$ cat src/rtl/arbitro_rr_sched.sv
// Round-robin scheduler for the 4x4 switch: picks one input FIFO head per
// cycle, honours output back-pressure, and issues registered pop/push pulses.
module arbitro_rr_sched #(
    parameter int DATA_W = 8,
    parameter int DEST_W = 4
) (
    input  logic              clk,
    input  logic              reset_L,
    input  logic              enable,
    input  logic [3:0]        empty_in,
    input  logic [DATA_W-1:0] data_in0,
    input  logic [DATA_W-1:0] data_in1,
    input  logic [DATA_W-1:0] data_in2,
    input  logic [DATA_W-1:0] data_in3,
    input  logic [DEST_W-1:0] dest_in0,
    input  logic [DEST_W-1:0] dest_in1,
    input  logic [DEST_W-1:0] dest_in2,
    input  logic [DEST_W-1:0] dest_in3,
    input  logic [3:0]        afull_out,
    output logic [3:0]        pop,
    output logic [3:0]        push,
    output logic [DATA_W-1:0] data_out0,
    output logic [DATA_W-1:0] data_out1,
    output logic [DATA_W-1:0] data_out2,
    output logic [DATA_W-1:0] data_out3,
    output logic [DEST_W-1:0] dest_out,
    output logic              err_dest,
    output logic [7:0]        drop_cnt,
    output logic              idle
);

    typedef enum logic {
        IDLE = 1'b0,
        ARB  = 1'b1
    } state_t;

    state_t            state_q, state_d;
    logic [1:0]        rr_ptr_q, rr_ptr_d;
    logic [3:0]        hold_q, hold_d;
    logic [3:0]        pop_q, pop_d;
    logic [3:0]        push_q, push_d;
    logic [DATA_W-1:0] data_q [4];
    logic [DATA_W-1:0] data_d [4];
    logic [DEST_W-1:0] dest_q, dest_d;
    logic              err_q, err_d;
    logic [7:0]        cnt_q, cnt_d;

    logic [DATA_W-1:0] din [4];
    logic [DEST_W-1:0] dst [4];
    logic [3:0]        elig;
    logic [3:0]        dst_bad;
    logic              gnt_v;
    logic [1:0]        gnt_idx;
    logic [1:0]        cand;
    logic [1:0]        gnt_port;

    assign din[0] = data_in0;
    assign din[1] = data_in1;
    assign din[2] = data_in2;
    assign din[3] = data_in3;
    assign dst[0] = dest_in0;
    assign dst[1] = dest_in1;
    assign dst[2] = dest_in2;
    assign dst[3] = dest_in3;

    // Invalid destinations stay eligible so they can be drained and dropped.
    always_comb begin
        elig    = '0;
        dst_bad = '0;
        for (int i = 0; i < 4; i++) begin
            dst_bad[i] = dst[i] > DEST_W'(3);
            elig[i] = !empty_in[i] && !hold_q[i] &&
                      (dst_bad[i] || !afull_out[dst[i][1:0]]);
        end
    end

    always_comb begin
        gnt_v   = 1'b0;
        gnt_idx = '0;
        cand    = '0;
        for (int k = 3; k >= 0; k--) begin
            cand = rr_ptr_q + 2'(k);
            if (enable && elig[cand]) begin
                gnt_v   = 1'b1;
                gnt_idx = cand;
            end
        end
    end

    assign gnt_port = dst[gnt_idx][1:0];

    always_comb begin
        state_d  = state_q;
        rr_ptr_d = rr_ptr_q;
        hold_d   = '0;
        pop_d    = '0;
        push_d   = '0;
        dest_d   = dest_q;
        err_d    = 1'b0;
        cnt_d    = cnt_q;
        for (int j = 0; j < 4; j++) begin
            data_d[j] = data_q[j];
        end

        case (state_q)
            IDLE: if (gnt_v) state_d = ARB;
            ARB:  if (!gnt_v) state_d = IDLE;
            default: state_d = IDLE;
        endcase

        if (gnt_v) begin
            rr_ptr_d         = gnt_idx + 2'd1;
            hold_d[gnt_idx]  = 1'b1;
            pop_d[gnt_idx]   = 1'b1;
            if (dst_bad[gnt_idx]) begin
                err_d = 1'b1;
                if (cnt_q != 8'hFF) cnt_d = cnt_q + 8'd1;
            end else begin
                push_d[gnt_port] = 1'b1;
                data_d[gnt_port] = din[gnt_idx];
                dest_d           = dst[gnt_idx];
            end
        end
    end

    always_ff @(posedge clk or negedge reset_L) begin
        if (!reset_L) begin
            state_q  <= IDLE;
            rr_ptr_q <= '0;
            hold_q   <= '0;
            pop_q    <= '0;
            push_q   <= '0;
            dest_q   <= '0;
            err_q    <= 1'b0;
            cnt_q    <= '0;
            for (int j = 0; j < 4; j++) begin
                data_q[j] <= '0;
            end
        end else begin
            state_q  <= state_d;
            rr_ptr_q <= rr_ptr_d;
            hold_q   <= hold_d;
            pop_q    <= pop_d;
            push_q   <= push_d;
            dest_q   <= dest_d;
            err_q    <= err_d;
            cnt_q    <= cnt_d;
            for (int j = 0; j < 4; j++) begin
                data_q[j] <= data_d[j];
            end
        end
    end

    assign pop       = pop_q;
    assign push      = push_q;
    assign data_out0 = data_q[0];
    assign data_out1 = data_q[1];
    assign data_out2 = data_q[2];
    assign data_out3 = data_q[3];
    assign dest_out  = dest_q;
    assign err_dest  = err_q;
    assign drop_cnt  = cnt_q;
    assign idle      = (state_q == IDLE);

endmodule

$ cat config.mk
export PLATFORM = sky130hd
export DESIGN_NAME = arbitro_rr_sched
export DESIGN_NICKNAME = d
export VERILOG_FILES = /design/src/rtl/arbitro_rr_sched.sv
export SDC_FILE = /design/constraint.sdc
export NUM_CORES = 1
export LEC_CHECK = 0
export CAP_MARGIN = 0
export CELL_PAD_IN_SITES_DETAIL_PLACEMENT = 0
export CELL_PAD_IN_SITES_GLOBAL_PLACEMENT = 1
export CORE_ASPECT_RATIO = 0.6
export CORE_UTILIZATION = 34
export DETAILED_ROUTE_END_ITERATION = 10
export GPL_ROUTABILITY_DRIVEN = 0
export HOLD_SLACK_MARGIN = 0.05
export PLACE_DENSITY_LB_ADDON = 0.3
export SLEW_MARGIN = 0
export SYNTH_ARGS = -nofsm -noshare
export SYNTH_HDL_FRONTEND = slang
export SYNTH_SLANG_ARGS = --single-unit
$ cat constraint.sdc
create_clock -name clk -period 4 [get_ports clk]
set_input_delay 0.6 -clock clk [delete_from_list [all_inputs] [get_ports clk]]
set_output_delay 0.6 -clock clk [all_outputs]
set_load 0.05 [all_outputs]
Yosys cells after proc, flatten, opt, wreduce, memory -nomap -nowiden
Index checks and enable logic that the tools add are counted.
{ "op_classes": {"n_addsub": 5, "magnitude_cmp": 19, "eq_ne": 1, "n_mux": 45, "bitwise": 4, "reduce_logical": 33} }
{ "ops": {"columns": ["cell", "n"], "rows": [
  ["$bwmux W32", 1],
  ["$lt A2 B3 Y1 const B", 10],
  ["$mux W8", 3],
  ["$mux W4", 5],
  ["$bmux W1 S2", 9],
  ["$mux W1", 18],
  ["$bmux W8 S2", 1],
  ["$demux W8 S2", 1],
  ["$gt A4 B2 Y1 const B", 4],
  ["$logic_and A1 B1 Y1", 15],
  ["$logic_not A1 Y1", 12],
  ["$add A8 B1 Y8 const B", 1],
  ["$bmux W4 S2", 1],
  ["$mux W2", 4],
  ["$ne A8 B8 Y1 const B", 1],
  ["$ge A3 B3 Y1 const B", 2],
  ["$not A2 Y3", 2],
  ["$add A2 B1 Y2 const B", 2],
  ["$add A2 B2 Y2 const B", 2],
  ["$demux W1 S2", 2],
  ["$ge A2 B1 Y1 const B", 2],
  ["$logic_or A1 B1 Y1", 4],
  ["$lt A3 B1 Y1 const B", 1],
  ["$reduce_and A3 Y1", 1],
  ["2 further kinds", 3]
]} }
{ "word_totals": {"register_bits": 56, "in_bits": 59, "output_inout_bits": 54} }

Longest topological paths before layout
{ "logic_depth": {"ltp_word": 22, "mapped_depth": 11} }

Least setup slack after synthesis
No wires, ideal clock.
{ "synth_timing": {"path_kind": "input to register", "from": "in dest_in2[3]", "to": "reg data_q (netlist bit data_out0[0])", "setup_time_ns": 0.125, "arrival_time_ns": 3.476, "t_required_ns": 3.875, "setup_slack_ns": 0.399, "stages": 9, "path_buffers": 0, "cell_sequence": "or3b_1 > o221ai_2 > nor3_1 > or4b_4 > a31oi_4 > mux2i_1 > nand2b_1 > o32ai_2 > mux2_2"} }
{ "synth_between": {"elab_chain_cells": 20, "word_cells_on_any_way": 41, "classes_between": "order compare (3); mux (27); bitwise (3); reduce/logical (8)"} }
{ "synth_rtl": {"columns": ["item", "line_no", "rtl"], "rows": [
  ["start: declaration", "17", "input logic [DEST_W-1:0] dest_in2,"],
  ["$gt A4 B2 Y1 *", "71", "dst_bad[i] = dst[i] > DEST_W'(3);"],
  ["$logic_or A1 B1 Y1", "73", "(dst_bad[i] || !afull_out[dst[i][1:0]]);"],
  ["$logic_and A1 B1 Y1", "72", "elig[i] = !empty_in[i] && !hold_q[i] &&"],
  ["$bmux W1 S2", "83", "if (enable && elig[cand]) begin"],
  ["$mux W1 (not written as such)", "83", null],
  ["$logic_and A1 B1 Y1", "83", null],
  ["$mux W2 (4 in a row)", "83", null],
  ["$not A2 Y3 (not written as such)", "90, 120", null],
  ["$bmux W4 S2", "90", "assign gnt_port = dst[gnt_idx][1:0];"],
  ["$mux W4 (2 in a row)", null, null],
  ["$not A2 Y3 (not written as such)", "120", "data_d[gnt_port] = din[gnt_idx];"],
  ["$ge A3 B3 Y1 (not written as such) / $lt A3 B1 Y1 (equally long branches)", "120", null],
  ["$logic_and A1 B1 Y1 (not written as such)", "120", null],
  ["$mux W8 (not written as such)", "120", null],
  ["$demux W8 S2", "120", null],
  ["$bwmux W32", "120", null],
  ["end signal: indexed assignment", "149", "data_q[j] <= data_d[j];"],
  ["end: declaration", "42", "logic [DATA_W-1:0] data_q [4];"]
]} }
Mark *: on every way between the ends. The rest lies on a longest branch, timed or not. The select of a mux whose other input is x is not followed.
A chain may end at the register's enable or synchronous reset.

Final worst setup path
{ "layout_timing": {"from": "in dest_in3[0]", "to": "reg data_q (netlist bit data_out0[5])"} }
{ "layout_between": {"elab_chain_cells": 22, "word_cells_on_any_way": 44, "classes_between": "order compare (3); mux (29); bitwise (3); reduce/logical (9)"} }
{ "layout_rtl": {"columns": ["item", "line_no", "rtl"], "rows": [
  ["start: declaration", "18", "input logic [DEST_W-1:0] dest_in3,"],
  ["$bmux W1 S2", "73", null],
  ["$mux W1 (not written as such)", "73", null],
  ["$logic_not A1 Y1", "73", null],
  ["$logic_or A1 B1 Y1", "73", null],
  ["$logic_and A1 B1 Y1", "72", null],
  ["$bmux W1 S2", "83", null],
  ["$mux W1 (not written as such)", "83", null],
  ["$logic_and A1 B1 Y1", "83", null],
  ["[5 not listed]", null, null],
  ["$bmux W4 S2", "90", null],
  ["$mux W4 (2 in a row)", null, null],
  ["$not A2 Y3 (not written as such)", "120", null],
  ["$ge A3 B3 Y1 (not written as such) / $lt A3 B1 Y1 (equally long branches)", "120", null],
  ["$logic_and A1 B1 Y1 (not written as such)", "120", null],
  ["$mux W8 (not written as such)", "120", null],
  ["$demux W8 S2", "120", null],
  ["$bwmux W32", "120", null]
]} }
Several ways; a longest one is shown, not always the timed one. The select of a mux whose other input is x is not followed.

==> run summary <==
Synth unique cells - 52
Async set-reset flop share out of synthesis - 100%
Crit path kind - in -> reg
Via Count - 2544
Vias in the first global route - 2479
Initial Util - 35.7%
DR DRC count - 0
RSZ-0062 raised after global routing - no
Clk buf depth - 2
Wirelength per Cell - 17.1 um
R2R cell count - 10
First DRT Iteration DRCs - 122
Crit end category - flop
Area occupied by multi-input gates - 1620 um2
Layout Cells excl Fill - 510
Worst r2r src - rr_ptr_q[0]
NumNets Final - 461
Core ar. - 8650 um2
Crit path capture - data_out0[5]
Top cells by area, synth - dfrtp_1 (45%), mux2i_1 (8.1%), mux2_2 (6.6%), mux2_4 (3.9%), mux2_1 (3.3%)
Die Area - 9490 um2
Largest area contributor in the netlist - dfrtp_1
Clk Latency, worst-skew pair - 0.29 ns
Final Util - 54.3%
Synth top cells by count - dfrtp_1 (56), mux2i_1 (25), mux2_2 (18)
Fin crit share - 94.5%
Pre-CTS setup slack - -0.134 ns
Largest net degree at the start of global routing - 32
DP Area - 4530 um2
Reg2reg end - data_out0[5]
Storage element area - 1400 um2
Hold-fix buffers, CTS - 0
Synth Instances - 260
Lkg Pwr - 2.04 nW
Power after layout - 4.23 mW
DR vias/cell - 4.99
Synth warnings - 0
Placed cells - 502
Area growth syn-to-layout - 51.8%
Hold_ws - 0.287 ns
Setup_tns - 0 ns
Syn_area_per_cell - 11.9 um2
Count leader, synth - dfrtp_1
HP Class - in -> async
Critical Path Start Type - input pin
CTS tree - done
EDFF count, synth - 0
Status - completed
Final wirelength - 8710 um
Maximum clock frequency - 265 MHz
Post-synthesis cell area - 3090 um2
Detail Placement HPWL - 6860 um
IO Pins - 113
Share of cells above drive strength 1 - 18.6%
Global-route wire length before repair - 13500 um
Number of fill cells - 765
Req. time, crit path - 4.18 ns
Initial antenna violation count - 0
Setup Viol. Count Final - 0
Antenna Nets Post-Route - 0
H-tree level count - 2
Count of state elements after synthesis - 56
Slew HR - 62.7%
Pwr/cell area - 900 nW/um2
Grt ovf - 0
Clock transition at the registers of the reported paths - 0.07 ns
Pre-Repair DR Iteration Count - 6
Final worst slack - 0.221 ns
CTS Root Cell - clkbuf_16
Worst slew pin tran - 0.560 ns
Syn Nets - 324
# port buffers - 112
Pins Over Slew Limit - 0
CTS Buf Count - 5
Top cell type's share of synthesized area - 45.3%
Chip Height - 75.9 um
Dominant synthesized flop cell - dfrtp_1
Num Clock Sinks - 56
# rows - 26
Hold Vio Cnt, Final - 0
Crit. Startpoint - dest_in3[0]
CP Data Arrival Time - 3.96 ns
Seq/Total Area, Yosys - 45.3%
Chip width - 125 um
Design Area, Final - 4690 um2
Worst VDD drop - 507 uV
Max-Cap Viols - 0
GRT Total Usage - 18.7%
Largest fanout on the critical path - 9
Setup Skew - 0.00683 ns
R2r setup slk - 0.67 ns
Final min period - 3.78 ns
N_diodes - 0
routing by layer:
metal  wire (um)  global-route usage (%)  up-vias
met1        4540                    27.3     1230
met4          63                    3.79        0
met5           0                       0        -
met2        3520                    26.8       81
met3         590                    6.39        6
li1            -                       -     1227
sequential cells by signal, indices dropped and copies added, names as in the netlist:
register   cells
data_out0      8
data_out1      8
data_out2      8
data_out3      8
drop_cnt       8
dest_out       4
pop            4
push           4
rr_ptr_q       2
err_dest       1
state_q        1
logic make-up (layout without fill, tap and decap cells):
logic type,Yosys count,count (layout),share of synthesized area [%]
AO/OA/AOI/OAI,42,42,12.5
XOR/XNOR,7,7,1.98
adder cells (fa/ha/maj),5,5,2.02
buffers and inverters,15,153,2.39
flip-flops,56,56,45.3
multiplexers,61,61,22.2
AND/OR/NAND/NOR,74,74,13.6
cell type report:
class,count,area share [%]
inverters,6,0.480
well taps,112,2.99
clock buffers,6,2.75
clock inverters,2,0.826
multi-input cells,189,34.5
repair buffers,139,28.6
flip-flops and latches,56,29.9
how the worst min path moves through the flow:
stage | start | end | slack [ns] | cells past startpoint
finish | reset_L | data_out2[3] | 0.29 | 1
global route | reset_L | data_out2[4] | 0.33 | 1
CTS | reset_L | data_out2[3] | 0.30 | 1
detailed placement | dest_out[3] | dest_out[3] | 0.47 | 1
global placement | dest_out[3] | dest_out[3] | 0.47 | 1
floorplan | reset_L | data_out0[0] | 0.30 | 0
worst max-delay path, cell delays in order:
cell             delay [ns]
clkdlybuf4s50_1        0.55
mux2i_1                0.27
o221ai_1               0.17
o32ai_1                0.29
or4b_4                 0.52
a31oi_4                0.29
mux2i_1                0.28
nand2_1                0.14
buf_4                  0.19
o32ai_2                0.08
buf_4                  0.23
mux2_2                 0.36
layout by cell type, fill, tap and decap left out, types with 2 or more instances in the layout:
master | Yosys | routed
nor2b_1 | 10 | 10
mux2_2 | 18 | 18
or3_1 | 5 | 5
mux2_4 | 8 | 8
nand2_1 | 12 | 12
or3b_1 | 2 | 2
nand2b_1 | 3 | 3
a21oi_1 | 9 | 9
buf_12 | 0 | 2
clkbuf_16 | 0 | 5
o22ai_1 | 5 | 5
and2_1 | 6 | 6
inv_1 | 5 | 5
clkdlybuf4s50_1 | 0 | 111
dfrtp_1 | 56 | 56
xor2_1 | 7 | 7
and3_1 | 3 | 3
ha_1 | 5 | 5
buf_4 | 2 | 25
nor3_1 | 5 | 5
nand3_1 | 5 | 5
nor3b_1 | 3 | 3
o21ai_0 | 2 | 2
mux2_1 | 9 | 9
o221ai_4 | 2 | 2
mux2i_1 | 25 | 25
or3b_4 | 2 | 2
nor2_1 | 12 | 12
a211oi_1 | 8 | 8
power by group:
part | total, mW | internal (mW) | leakage, nW | switching (mW)
Combinational | 2.73 | 1.06 | 1.26 | 1.66
Clock | 0.500 | 0.298 | 0.0815 | 0.201
Sequential | 0.999 | 0.818 | 0.695 | 0.181
what timing repair did:
action,CTS,global route
hold endpoints to repair,0,0
endpoints found under the setup margin,0,3
resized for setup,0,1
setup buffers,0,0
Note: power is estimated with default switching activity, not from simulation.
